===== config.mk =====
export PLATFORM = sky130hd
export DESIGN_NAME = mac_frame_scheduler
export DESIGN_NICKNAME = d
export VERILOG_FILES = /design/src/rtl/mac_frame_scheduler.sv
export SDC_FILE = /design/constraint.sdc
export NUM_CORES = 1
export LEC_CHECK = 0
export CAP_MARGIN = 20
export CORE_AREA = 5 5 269 271
export CTS_CLUSTER_DIAMETER = 50
export CTS_CLUSTER_SIZE = 40
export DETAILED_ROUTE_END_ITERATION = 8
export DIE_AREA = 0 0 274 276
export PLACE_DENSITY_LB_ADDON = 0.15
export SLEW_MARGIN = 0
export SYNTH_ARGS = -nofsm -noshare
export SYNTH_HDL_FRONTEND = slang
export SYNTH_SLANG_ARGS = --single-unit

===== constraint.sdc =====
create_clock -name clk -period 9.14 [get_ports clk]
set_input_delay 1.828 -clock clk [delete_from_list [all_inputs] [get_ports clk]]
set_output_delay 1.828 -clock clk [all_outputs]
set_load 0.01 [all_outputs]

===== src/rtl/mac_frame_scheduler.sv =====
// mac_frame_scheduler: arbitrates NUM_REQ descriptor sources onto a single MAC
// frame generator. Latches the winning header, pulses start, waits for done
// under a watchdog, then holds off for an inter-frame gap.
// Optional feature macro: MAC_SCHED_STRICT_PRIO_EN (lowest index always wins).
module mac_frame_scheduler #(
  parameter int unsigned NUM_REQ          = 4,
  parameter int unsigned PAYLOAD_MAX_SIZE = 1500,
  parameter int unsigned IFG_CYCLES       = 3,
  parameter int unsigned TIMEOUT_CYCLES   = 512
) (
  input  logic                       clk,
  input  logic                       i_rst,
  input  logic                       i_enable,
  input  logic [NUM_REQ-1:0]         i_req,
  input  logic [NUM_REQ*48-1:0]      i_req_dest_addr,
  input  logic [NUM_REQ*48-1:0]      i_req_src_addr,
  input  logic [NUM_REQ*16-1:0]      i_req_eth_type,
  input  logic [NUM_REQ*16-1:0]      i_req_payload_length,
  output logic [NUM_REQ-1:0]         o_grant,
  output logic                       o_gen_start,
  output logic [47:0]                o_gen_dest_addr,
  output logic [47:0]                o_gen_src_addr,
  output logic [15:0]                o_gen_eth_type,
  output logic [15:0]                o_gen_payload_length,
  input  logic                       i_gen_done,
  output logic                       o_busy,
  output logic                       o_frame_sent,
  output logic                       o_drop,
  output logic                       o_timeout,
  output logic                       o_err,
  output logic [31:0]                o_frame_count,
  output logic [$clog2(NUM_REQ)-1:0] o_cur_src
);

  localparam int unsigned SRC_W = $clog2(NUM_REQ);
  localparam int unsigned WD_W  = $clog2(TIMEOUT_CYCLES);
  localparam int unsigned IFG_W = (IFG_CYCLES > 1) ? $clog2(IFG_CYCLES) : 1;

  localparam logic [WD_W-1:0]  WD_LAST  = WD_W'(TIMEOUT_CYCLES - 1);
  localparam logic [IFG_W-1:0] IFG_LAST = IFG_W'((IFG_CYCLES > 0) ? (IFG_CYCLES - 1) : 0);
  localparam logic             HAS_IFG  = (IFG_CYCLES != 0);

  typedef enum logic [1:0] {
    S_IDLE      = 2'd0,
    S_START     = 2'd1,
    S_WAIT_DONE = 2'd2,
    S_IFG       = 2'd3
  } state_t;

  state_t state_q, state_d;

  logic [WD_W-1:0]  wd_q, wd_d;
  logic [IFG_W-1:0] ifg_q, ifg_d;

  logic [SRC_W-1:0] win_idx;
  logic             arb_fire;
  logic [47:0]      win_dest;
  logic [47:0]      win_src;
  logic [15:0]      win_type;
  logic [15:0]      win_len;

  logic [NUM_REQ-1:0] grant_d;
  logic               start_d;
  logic [47:0]        dest_d;
  logic [47:0]        src_d;
  logic [15:0]        type_d;
  logic [15:0]        len_d;
  logic               busy_d;
  logic               sent_d;
  logic               drop_d;
  logic               timeout_d;
  logic               err_d;
  logic [31:0]        count_d;
  logic [SRC_W-1:0]   cur_d;

  // An arbitration happens only from IDLE while enabled with a pending request
  assign arb_fire = (state_q == S_IDLE) && i_enable && (|i_req);

`ifdef MAC_SCHED_STRICT_PRIO_EN
  // Fixed priority: lowest-index requesting source wins
  always_comb begin
    win_idx = '0;
    for (int i = int'(NUM_REQ) - 1; i >= 0; i--) begin
      if (i_req[SRC_W'(i)]) win_idx = SRC_W'(i);
    end
  end
`else
  logic [SRC_W-1:0] rr_ptr;
  logic [SRC_W-1:0] cand;
  logic             found;

  // Round-robin: first requester found searching upward from rr_ptr with wrap
  always_comb begin
    win_idx = '0;
    cand    = '0;
    found   = 1'b0;
    for (int unsigned i = 0; i < NUM_REQ; i++) begin
      cand = SRC_W'((32'(rr_ptr) + i) % NUM_REQ);
      if (!found && i_req[cand]) begin
        win_idx = cand;
        found   = 1'b1;
      end
    end
  end

  // Pointer moves past every granted source, accepted or dropped
  always_ff @(posedge clk or posedge i_rst) begin
    if (i_rst) begin
      rr_ptr <= '0;
    end else if (arb_fire) begin
      rr_ptr <= (win_idx == SRC_W'(NUM_REQ - 1)) ? '0 : win_idx + SRC_W'(1);
    end
  end
`endif

  // Select the winner's descriptor fields out of the packed source buses
  always_comb begin
    win_dest = '0;
    win_src  = '0;
    win_type = '0;
    win_len  = '0;
    for (int unsigned k = 0; k < NUM_REQ; k++) begin
      if (win_idx == SRC_W'(k)) begin
        win_dest = i_req_dest_addr[k*48 +: 48];
        win_src  = i_req_src_addr[k*48 +: 48];
        win_type = i_req_eth_type[k*16 +: 16];
        win_len  = i_req_payload_length[k*16 +: 16];
      end
    end
  end

  // Next-state and next-output logic
  always_comb begin
    state_d   = state_q;
    wd_d      = wd_q;
    ifg_d     = ifg_q;
    grant_d   = '0;
    start_d   = 1'b0;
    sent_d    = 1'b0;
    drop_d    = 1'b0;
    timeout_d = 1'b0;
    err_d     = o_err;
    count_d   = o_frame_count;
    cur_d     = o_cur_src;
    dest_d    = o_gen_dest_addr;
    src_d     = o_gen_src_addr;
    type_d    = o_gen_eth_type;
    len_d     = o_gen_payload_length;

    case (state_q)
      S_IDLE: begin
        if (arb_fire) begin
          grant_d = NUM_REQ'(1) << win_idx;
          cur_d   = win_idx;
          if (win_len > 16'(PAYLOAD_MAX_SIZE)) begin
            drop_d = 1'b1;
          end else begin
            dest_d  = win_dest;
            src_d   = win_src;
            type_d  = win_type;
            len_d   = win_len;
            state_d = S_START;
          end
        end
      end

      S_START: begin
        start_d = 1'b1;
        wd_d    = '0;
        state_d = S_WAIT_DONE;
      end

      S_WAIT_DONE: begin
        ifg_d = '0;
        if (i_gen_done) begin
          sent_d  = 1'b1;
          count_d = o_frame_count + 32'd1;
          state_d = HAS_IFG ? S_IFG : S_IDLE;
        end else if (wd_q == WD_LAST) begin
          timeout_d = 1'b1;
          err_d     = 1'b1;
          state_d   = HAS_IFG ? S_IFG : S_IDLE;
        end else begin
          wd_d = wd_q + WD_W'(1);
        end
      end

      S_IFG: begin
        if (ifg_q == IFG_LAST) begin
          state_d = S_IDLE;
        end else begin
          ifg_d = ifg_q + IFG_W'(1);
        end
      end

      default: state_d = S_IDLE;
    endcase

    busy_d = (state_d != S_IDLE);
  end

  // State, counters and registered outputs
  always_ff @(posedge clk or posedge i_rst) begin
    if (i_rst) begin
      state_q              <= S_IDLE;
      wd_q                 <= '0;
      ifg_q                <= '0;
      o_grant              <= '0;
      o_gen_start          <= 1'b0;
      o_gen_dest_addr      <= '0;
      o_gen_src_addr       <= '0;
      o_gen_eth_type       <= '0;
      o_gen_payload_length <= '0;
      o_busy               <= 1'b0;
      o_frame_sent         <= 1'b0;
      o_drop               <= 1'b0;
      o_timeout            <= 1'b0;
      o_err                <= 1'b0;
      o_frame_count        <= '0;
      o_cur_src            <= '0;
    end else begin
      state_q              <= state_d;
      wd_q                 <= wd_d;
      ifg_q                <= ifg_d;
      o_grant              <= grant_d;
      o_gen_start          <= start_d;
      o_gen_dest_addr      <= dest_d;
      o_gen_src_addr       <= src_d;
      o_gen_eth_type       <= type_d;
      o_gen_payload_length <= len_d;
      o_busy               <= busy_d;
      o_frame_sent         <= sent_d;
      o_drop               <= drop_d;
      o_timeout            <= timeout_d;
      o_err                <= err_d;
      o_frame_count        <= count_d;
      o_cur_src            <= cur_d;
    end
  end

endmodule


==> results.py <==
metrics = {
    "run_status": {
        "status": "finished clean",
    },
    "sta": {
        "relSlewSlack_pct": 33.00,
        "setup_tns_ps": 0,
        "timing.final.crit_share_pct": 67.75,
        "layout_min_cycle_time_ps": 6192,
        "tightestPinTransition_ps": 1005,
        "hold_viol": 0,
        "max_freq_ghz": 0.1615,
        "fin_skew_ps": 13.43,
        "slew_viol_final": 0,
        "whs_ps": 481.0,
        "setup_viol": 0,
        "rsz0062_at_grt": "false",
    },
    "yosys": {
        "avgSynthCellArea_um2": 7.704,
        "synth_top_family_by_area": "simple AND/OR/NAND/NOR gates",
        "synth_nets": 2018,
        "synth_ff_type": "dfrtp_1",
        "synth_compound_area_share_pct": 19.03,
        "yosysTopAreaCell": "dfrtp_1",
        "synth_fa_ha_area_share_pct": 0.8720,
        "ys_top_cells_by_area": "dfrtp_1 (41%), a21oi_1 (11%), mux2i_1 (10%)",
        "yosysWarningCount": 0,
        "synth_seq_cells": 187,
        "synth-edff-count": 0,
        "synth_mux_area_share_pct": 10.95,
        "syn-cell-area_mm2": 0.01148,
        "synthArstFlopShare_pct": 100.0,
        "synthXorXnorAreaFrac_pct": 2.594,
        "synth_top_area_share_pct": 40.77,
        "synthSimpleGateAreaFrac_pct": 20.56,
        "synth.distinct_cells": 49,
        "synthCells": 1490,
        "synth_seq_area_share_pct": 40.77,
    },
    "power_and_ir_drop": {
        "p_leak_nw": 8.304,
        "ir_worst_vdd_mv": 0.1076,
        "power_density_mw_per_mm2": 240.7,
    },
    "cts": {
        "clk_pin_slew_worst_paths_ps": 80,
        "hold_buffers": 0,
        "clock-sinks": 187,
        "cts_buffers": 17,
        "post_cts_buffers": 0,
        "ctsResizeCount": 0,
        "clk_latency_ps": 480,
        "cts_tree": "done",
        "h-tree-depth": 4,
        "ctsLongestPathBuffers": 2,
        "cts_root_buffer": "clkbuf_16",
    },
    "place": {
        "port_buffers": 691,
        "place_congestion": 0.8492,
        "dp.final_hpwl_mm": 45.59,
    },
    "critical_path": {
        "critPathLaunchType": "primary input",
        "slowest_stage": "ha_1",
        "critPathCaptureType": "flip-flop",
        "crit_fanout": 58,
        "crit_required_ps": 9530,
        "cp_slowest_stage_delay_ps": 760,
        "cp.arrival_ps": 6580,
        "worstSetupPathType": "in -> reg",
        "worstPathCellList": "clkdlybuf4s50_1 > mux2i_1 > nor2_1 > nor3_1 > ha_1 > inv_6 > o32a_1 > o31ai_1 > o211ai_1 > a311oi_4 > buf_4 > buf_4 > nor2_1 > a21oi_1",
    },
    "detailed_routing": {
        "maxUsedRoutingLayer": "met5",
        "ant_nets": 0,
        "vias": 12550,
        "wirelength_mm": 57.16,
        "wl_met3_mm": 4.677,
        "viasPerCell": 4.109,
        "drc_errors": 0,
        "first_iter_violations": 463,
        "wl_met2_mm": 29.10,
        "wl_met1_mm": 22.03,
        "detail_route.wl_per_cell_um": 18.71,
        "drt_first_pass_iters": 5,
    },
    "die": {
        "core.rowCount": 97,
        "core_area_mm2": 0.06954,
        "start_util_pct": 16.51,
        "die_h_um": 276,
        "die_area_mm2": 0.07562,
        "io_pins": 692,
        "die_x_um": 274,
    },
    "global_route": {
        "grt_usage_pct": 14.58,
        "grt_start_max_net_pins": 163,
        "first_global_vias": 13340,
        "gr-total-overflow": 0,
        "antenna_found_initial": 6,
        "grt_pass1_wl_mm": 84.09,
    },
    "worst_hold_path": {
        "hold_path_class": "reg -> reg",
    },
    "finish": {
        "layout_commonest_cell": "clkdlybuf4s50_1",
        "drive_gt1_share_pct": 2.890,
        "areaGrowthSynthToFinish_pct": 73.01,
        "final_cell_mix": "clkdlybuf4s50_1 (691), nand2_1 (269), nor2_1 (253)",
        "fin_nets": 2626,
    },
    "flow_run": {
        "max_cap_violations": 0,
    },
}
==> layer usage <==
layer  global-route usage [%]  vias up
met5                        0        -
met4                    4.553        4
met3                    5.263       51
met2                    26.26      439
met1                    15.90     5770
li1                         -     6286
==> registers in the layout (all words and copies together) (netlist names) <==
name / count
o_err: 1
o_frame_sent: 1
o_gen_payload_length: 16
state_q: 2
o_cur_src: 2
o_busy: 1
o_timeout: 1
o_gen_src_addr: 48
o_gen_eth_type: 16
wd_q: 9
o_frame_count: 32
o_gen_dest_addr: 48
o_gen_start: 1
ifg_q: 2
o_grant: 4
rr_ptr: 2
o_drop: 1
==> stage by stage <==
| step | power [mW] | instances | setup WS [ps] | area (um2) | utilization (%) |
|---|---|---|---|---|---|
| after floorplan | 2.701 | 1490 | 2227 | 11480 | - |
| after global placement | 4.051 | 3019 | 2526 | 19250 | 27.67 |
| after detailed placement | 4.064 | 3019 | 2439 | 19250 | 27.67 |
| after CTS | 4.906 | 3051 | 2962 | 19850 | 28.55 |
| after global routing | 5.172 | 3054 | 2539 | 19860 | 28.56 |
| final | 4.781 | 3054 | 2948 | 19860 | 28.56 |
==> kinds of logic after synthesis <==
family | after synthesis
flip-flops | 187
adder cells (fa/ha/maj) | 8
XOR/XNOR | 34
AND/OR/NAND/NOR | 588
buffers and inverters | 137
multiplexers | 125
AO/OA/AOI/OAI | 411
==> cells in the mapped netlist (2+ instances only) <==
| library cell | count |
|---|---|
| nor4b_1 | 2 |
| ha_1 | 8 |
| clkbuf_1 | 74 |
| mux2i_1 | 120 |
| nand2_1 | 269 |
| o221ai_1 | 8 |
| nor2b_1 | 7 |
| nor3_1 | 4 |
| o21a_1 | 2 |
| a31oi_1 | 5 |
| or2_2 | 2 |
| or3_1 | 2 |
| buf_1 | 7 |
| a22oi_1 | 6 |
| nor2_1 | 253 |
| xor2_1 | 11 |
| nand3b_1 | 2 |
| nor4_1 | 3 |
| and2_1 | 4 |
| o21ai_0 | 122 |
| nand4_1 | 8 |
| xnor2_1 | 23 |
| dfrtp_1 | 187 |
| a21oi_1 | 244 |
| o31ai_1 | 3 |
| o211ai_1 | 11 |
| inv_1 | 19 |
| buf_6 | 6 |
| and3_1 | 6 |
| nand3_1 | 20 |
| mux2_2 | 5 |
| buf_2 | 29 |
| and4_1 | 2 |
==> report_power, final <==
part	leakage [nW]	total, mW	switching [mW]	internal (mW)
Sequential	2.42	1.31	0.188	1.12
Combinational	5.58	2.68	1.45	1.23
Clock	0.297	0.800	0.386	0.414
Total	8.30	4.78	2.02	2.76
==> worst paths after layout <==
kind / slack, ps / to / depth (start not counted) / from
setup / recovery: 2950 / o_gen_src_addr[6] / 14 / i_req[0]
hold / removal: 480 / o_frame_count[31] / 1 / o_frame_count[31]
setup reg to reg: 4260 / o_gen_src_addr[6] / 13 / rr_ptr[1]
hold reg to reg: 480 / o_frame_count[31] / 1 / o_frame_count[31]
max in group asynchronous: 6080 / o_gen_src_addr[4] / 3 / i_rst
min in group asynchronous: 1830 / o_gen_src_addr[17] / 2 / i_rst
==> cell type report <==
class	count	area, um2
Timing Repair Buffer	706	7042
Sequential cell	187	4679
Multi-Input combinational cell	1166	6261
Clock buffer	17	425.4
Antenna cell	3	7.507
Fill cell	7481	49680
Tap cell	940	1176
Inverter	20	87.58
Clock inverter	15	180.2
==> worst max-delay path, delay by kind of cell <==
| kind | cells | cell delay [ps] |
|---|---|---|
| AOI/OAI and AO/OA | 5 | 1270 |
| muxes | 1 | 160 |
| adders and majority gates | 1 | 760 |
| buffers and inverters | 4 | 1750 |
| and+or+nand+nor | 3 | 700 |
Power figures use the tool's default switching activity.
